`src/rtl/lane_traffic_gen.sv`:
```
// Obstacle generator for the road/river playfield: per-lane speed dividers step
// CARS_PER_LANE equal-length objects one pixel at a time, with edge wrap-around.
module lane_traffic_gen #(
  parameter int NUM_LANES     = 6,
  parameter int CARS_PER_LANE = 2,
  parameter int X_W           = 10,
  parameter int DIV_W         = 24,
  parameter int X_LEFT        = 96,
  parameter int X_RIGHT       = 544,
  parameter int SPACING       = 150,
  parameter int LVL_SHIFT_MAX = 3,
  parameter int MIN_DIV       = 2,
  localparam int NC_W         = $clog2(CARS_PER_LANE + 1)
) (
  input  logic                                 clk,
  input  logic                                 reset,
  input  logic                                 load,
  input  logic                                 pause,
  input  logic [3:0]                           level,
  input  logic [NUM_LANES*X_W-1:0]             cfg_len,
  input  logic [NUM_LANES*DIV_W-1:0]           cfg_div,
  input  logic [NUM_LANES-1:0]                 cfg_dir,
  input  logic [NUM_LANES*NC_W-1:0]            cfg_ncars,
  output logic [NUM_LANES*CARS_PER_LANE*X_W-1:0] car_x,
  output logic [NUM_LANES*CARS_PER_LANE-1:0]   car_en,
  output logic [NUM_LANES*X_W-1:0]             lane_len,
  output logic [NUM_LANES-1:0]                 lane_step
);

  localparam logic [X_W-1:0]   X_LEFT_V  = X_W'(X_LEFT);
  localparam logic [X_W-1:0]   X_RIGHT_V = X_W'(X_RIGHT);
  localparam logic [X_W:0]     X_LEFT_W  = (X_W+1)'(X_LEFT);
  localparam logic [DIV_W-1:0] MIN_DIV_V = DIV_W'(MIN_DIV);
  localparam logic [3:0]       SHIFT_MAX = 4'(LVL_SHIFT_MAX);

  logic [3:0] shift;
  logic       restart;

  // Level only ever scales the divider down, so it is shared by all lanes.
  assign shift   = (level > SHIFT_MAX) ? SHIFT_MAX : level;
  assign restart = reset || load;

  for (genvar i = 0; i < NUM_LANES; i++) begin : g_lane
    logic [X_W-1:0]   len_in;
    logic [DIV_W-1:0] div_in;
    logic [NC_W-1:0]  nc_in;
    logic [NC_W-1:0]  nc_clamp;
    logic [X_W-1:0]   len_r;
    logic [DIV_W-1:0] div_r;
    logic [DIV_W-1:0] cnt_r;
    logic             dir_r;
    logic             step_r;
    logic [DIV_W-1:0] div_sh;
    logic [DIV_W-1:0] div_eff;
    logic             hit;
    logic             advance;

    assign len_in   = cfg_len[i*X_W +: X_W];
    assign div_in   = cfg_div[i*DIV_W +: DIV_W];
    assign nc_in    = cfg_ncars[i*NC_W +: NC_W];
    assign nc_clamp = (int'(nc_in) > CARS_PER_LANE) ? NC_W'(CARS_PER_LANE) : nc_in;

    // NOTE: every signal driven in always_comb is assigned on all paths, so no latch is inferred.
    always_comb begin
      div_sh  = div_r >> shift;
      div_eff = (div_sh < MIN_DIV_V) ? MIN_DIV_V : div_sh;
      // >= rather than == so a faster level takes effect immediately mid-count.
      hit     = (cnt_r >= div_eff - DIV_W'(1));
    end

    assign advance = !pause && hit;

    // NOTE: sequential state uses non-blocking assignments so all registers update together.
    always_ff @(posedge clk) begin
      if (restart) begin
        len_r  <= len_in;
        div_r  <= div_in;
        dir_r  <= cfg_dir[i];
        cnt_r  <= '0;
        step_r <= 1'b0;
      end else if (!pause) begin
        step_r <= hit;
        cnt_r  <= hit ? '0 : cnt_r + DIV_W'(1);
      end else begin
        step_r <= 1'b0;
      end
    end

    assign lane_len[i*X_W +: X_W] = len_r;
    assign lane_step[i]           = step_r;

    for (genvar k = 0; k < CARS_PER_LANE; k++) begin : g_slot
      localparam logic [X_W-1:0] OFS = X_W'(k * SPACING);
      logic [X_W-1:0] x_r;
      logic           en_r;

      always_ff @(posedge clk) begin
        if (restart) begin
          en_r <= (int'(nc_clamp) > k);
          x_r  <= cfg_dir[i] ? (X_RIGHT_V - len_in - OFS) : (X_LEFT_V + OFS);
        end else if (advance && en_r) begin
          // A wrap replaces the pixel move for that step; it never adds to it.
          if (!dir_r)
            x_r <= (x_r >= X_RIGHT_V) ? (X_LEFT_V - len_r) : (x_r + X_W'(1));
          else
            x_r <= (({1'b0, x_r} + {1'b0, len_r}) <= X_LEFT_W) ? X_RIGHT_V : (x_r - X_W'(1));
        end
      end

      assign car_x[(i*CARS_PER_LANE+k)*X_W +: X_W] = x_r;
      assign car_en[i*CARS_PER_LANE+k]             = en_r;
    end
  end

endmodule

```
`config.mk`:
```
export PLATFORM = sky130hd
export DESIGN_NAME = lane_traffic_gen
export DESIGN_NICKNAME = d
export VERILOG_FILES = /design/src/rtl/lane_traffic_gen.sv
export SDC_FILE = /design/constraint.sdc
export NUM_CORES = 2
export LEC_CHECK = 0
export BUFFER_PORTS_ARGS = -buffer_cell sky130_fd_sc_hd__clkbuf_2
export CORE_UTILIZATION = 35
export CTS_CLUSTER_DIAMETER = 80
export DETAILED_ROUTE_END_ITERATION = 16
export HOLD_SLACK_MARGIN = 0.03
export PLACE_DENSITY_LB_ADDON = 0.1
export SLEW_MARGIN = 40
export SYNTH_ARGS = -nofsm -noshare
export SYNTH_HDL_FRONTEND = slang
export SYNTH_SLANG_ARGS = --single-unit
```
`constraint.sdc`:
```
create_clock -name clk -period 27.6 [get_ports clk]
set_input_delay 5.52 -clock clk [delete_from_list [all_inputs] [get_ports clk]]
set_output_delay 5.52 -clock clk [all_outputs]
set_load 0.05 [all_outputs]
```
==> impl_results.md <==
* Status: finished clean
* Post-Synth XOR/XNOR Area at 11.8%
* Final Wtd Congestion at 0.889
* Post-Layout Inst Area at 48000 um^2
* TritonCTS clock tree: done
* NetSw at 1.06 mW
* Synth Instances at 4790
* Post-DP HPWL at 107 mm
* Vias per Instance at 5.60
* Synth async-reset ratio at 0%
* Post-layout util at 40.0%
* Row cnt at 127
* Crit-path most repeated cell: a21o_1
* Synthesized cell area at 42300 um^2
* Clk_skew at 0.0212 ns
* Clock sinks at 492
* Unique masters post-synth at 105
* Core Region at 120000 um^2
* Syn avg cell area at 8.84 um^2
* Share of layout cells above drive strength 1 at 13.4%
* Flop pwr share at 36.1%
* Comb power frac at 30.3%
* Sequential area share after synthesis at 31.3%
* Critical-path maximum fanout at 61
* Routed WL at 142 mm
* Cts hold-fix bufs at 0
* Largest net degree at the start of global routing at 92
* Final Cycle Share at 45.4%
* Setup TNS at 0 ns
* Die area at 122000 um^2
* Pre-CTS WS at 14.24 ns
* Commonest non-fill, non-tap cells in the layout: 478 x nor2_1, 425 x clkbuf_2, 419 x nand2_1
* Vias in the first global route at 36100
* Peak supply drop at 0.0481 mV
* Post-synth top flop: edfxtp_1
* Port Buf Inserts at 427
* Clk_lat worst skew at 0.66 ns
* Layout area overhead at 13.5%
* Max cap viols at 0
* Area taken by multi-input logic gates at 27500 um^2
* Post-route ant nets at 0
* CP bufs+invs at 3
* Final hold slack at 0.523 ns
* Arrival time at the worst endpoint at 12.89 ns
* First-pass GRT wire length at 218 mm
* Setup violators final at 0
* Largest family of logic cells by synthesized area: simple AND/OR/NAND/NOR gates
* Die X at 350 um
* Chip Height at 350 um
* WP data required at 27.95 ns
* Crit-path slowest cell: or4b_2
* Post-synth EDFFs at 342
* Leak Pwr at 18.7 nW
* I/O pin count at 428
* Initial Utilization at 35.3%
* WS Path Type: in2reg
* Post-synthesis simple-gate area fraction at 20.0%
* Via Count at 37800
* First DRT Iteration DRCs at 3069
* Post-synthesis mux area share at 4.54%
* GRT Util Overall at 22.6%
* Most common cell after layout, fill and taps aside: nor2_1
* First-pass DRT Iterations at 6
* Worst path top cell family by delay: compound AO/OA/AOI/OAI gates
* CTS H-tree lvls at 3
* Fmax at 79.8 MHz
* Share of the synthesized area in compound gates (AO/OA/AOI/OAI) at 18.5%
* Min Clock Period, post-route at 12.54 ns
* Switching share of power at 37.9%
* Remaining DRCs at 0
* CTS root buf: clkbuf_16
* CP max stage delay at 0.72 ns
* Initial antenna violation count at 5
* Synth Area in Adders at 9.96%
* Setup ws final at 15.07 ns
* Post-CTS Setup Bufs at 0
* Hold Path Class: reg2reg
* Slew Limit Headroom at 45.8%
* Crit start category: primary input
* Final nets at 5646
* Drt wl/cell at 21.1 um
* Post-CTS sizing at 0
* Yosys reg bits at 492
* Fillers at 12100
* Reg clk slew, reported paths at 0.06 ns
* Cell area power density at 58.1 nW/um^2
* Synthesized net count at 5350
* Worst-margin pin slew at 0.812 ns
* CTS max path bufs at 3
* Crit-path cells: clkbuf_2, buf_4, nor3_4, buf_6, mux2_2, a2111oi_0, nand2_1, or4b_2, o211ai_1, ha_1, nand3_1, a2111oi_4, and4_1, nand2_1, o311a_1, a221o_1, ha_1, a21o_1, a21o_1, a21o_1, a211o_1, a211oi_1, nor2_1, a21o_1
* Final Max Tran Viols at 0
* Placed inst area at 45600 um^2
* Hold Vio Cnt, Final at 0
* Crit. End Element: register
* Global route overflow at 0
* Yosys warnings at 0
* RSZ-0062 raised after global routing: no
* Sequential cell area at 13300 um^2
* Cts bufs inserted at 69
* Clk pwr share at 33.6%
* Cell-internal power at 1.73 mW
==> state kept, by name, summed over array words and instances, names as in the netlist <==
name,flops
g_lane.step_r,6
g_lane.dir_r,6
g_lane.g_slot.en_r,12
g_lane.len_r,60
g_lane.cnt_r,144
g_lane.div_r,144
g_lane.g_slot.x_r,120
==> area by class of cell <==
type	count	area share, %
Clock buffer	78	3.82
Antenna cell	2	0.0104
Inverter	123	0.977
Multi-Input combinational cell	3941	57.2
Tap cell	1612	4.20
Sequential cell	492	27.6
Timing Repair Buffer	459	5.05
Clock inverter	49	1.12
==> kinds of logic (layout without fill, tap and decap cells) <==
| family | count (synthesis) | after routing |
|---|---|---|
| and+or+nand+nor | 1714 | 1714 |
| buffers and inverters | 357 | 709 |
| AOI/OAI and AO/OA | 1144 | 1144 |
| adders and majority gates | 330 | 330 |
| DFF | 492 | 492 |
| xor gates and xnor gates | 572 | 572 |
| muxes | 181 | 181 |
| other | 0 | 2 |
==> Yosys cell counts, drive strengths merged (16+ instances only) <==
master   instances  area share, %
nand4           58           0.86
or4             32           0.59
a22oi           32           0.57
buf            100            1.6
o21ai          224            2.6
o31a            26           0.54
mux2i          155            3.7
a31oi           62           0.92
a211oi          81            1.5
nand2          419            3.7
mux2            19           0.51
and2            38           0.56
a21o            88            1.6
nand3b          20           0.35
clkbuf         134            1.2
o22ai           19           0.28
o221ai          32           0.66
xor2           280            5.8
nor2           484            4.3
and4            16           0.33
nor2b           46           0.68
ha             318            9.4
inv            121            1.1
dfxtp          150            7.1
o31ai           29           0.56
nand3          169            2.0
a211o           24           0.50
and3            81            1.2
nor3           140            1.7
o211ai          49           0.87
nand2b          38           0.56
or2             26           0.38
a2111oi         29           0.75
nor4            49           0.79
nor3b           19           0.36
xnor2          292            6.0
edfxtp         342             24
or3             38           0.57
a21oi          238            2.8
o21a            50           0.89
==> layer usage <==
metal	wire length [um]	global-route usage [%]
met5	13	0
met4	3810	6.61
met3	6630	2.93
met2	67500	38.1
met1	64600	30.1
==> worst paths after layout <==
check                      start                          to  slack [ns]  cells past startpoint
max                     level[2]  g_lane[4].g_slot[0].x_r[3]       15.07                     24
min          g_lane[0].cnt_r[23]         g_lane[0].cnt_r[23]        0.52                      2
max reg2reg  g_lane[4].div_r[11]  g_lane[4].g_slot[0].x_r[3]       20.63                     21
min reg2reg  g_lane[0].cnt_r[23]         g_lane[0].cnt_r[23]        0.52                      2
==> tightest hold or removal path, stage by stage (launching register included) <==
cell and delay [ns]:
dfxtp_1 0.35, xor2_1 0.07, nor2_1 0.07
==> per-stage QoR <==
stage	power [mW]	instances
floorplan	1.61	4790
finish	2.79	6756
global placement	1.86	6624
CTS	2.82	6751
global route	2.94	6755
detailed placement	1.86	6624
==> power groups by stage <==
stage	clock network (mW)	registers, mW	logic, mW
CTS	0.971	1.01	0.843
floorplan	0	1.06	0.548
finish	0.938	1.01	0.847
global route	0.995	1.02	0.931
detailed placement	0	1.02	0.838
global placement	0	1.03	0.836
Power figures use the tool's default switching activity.
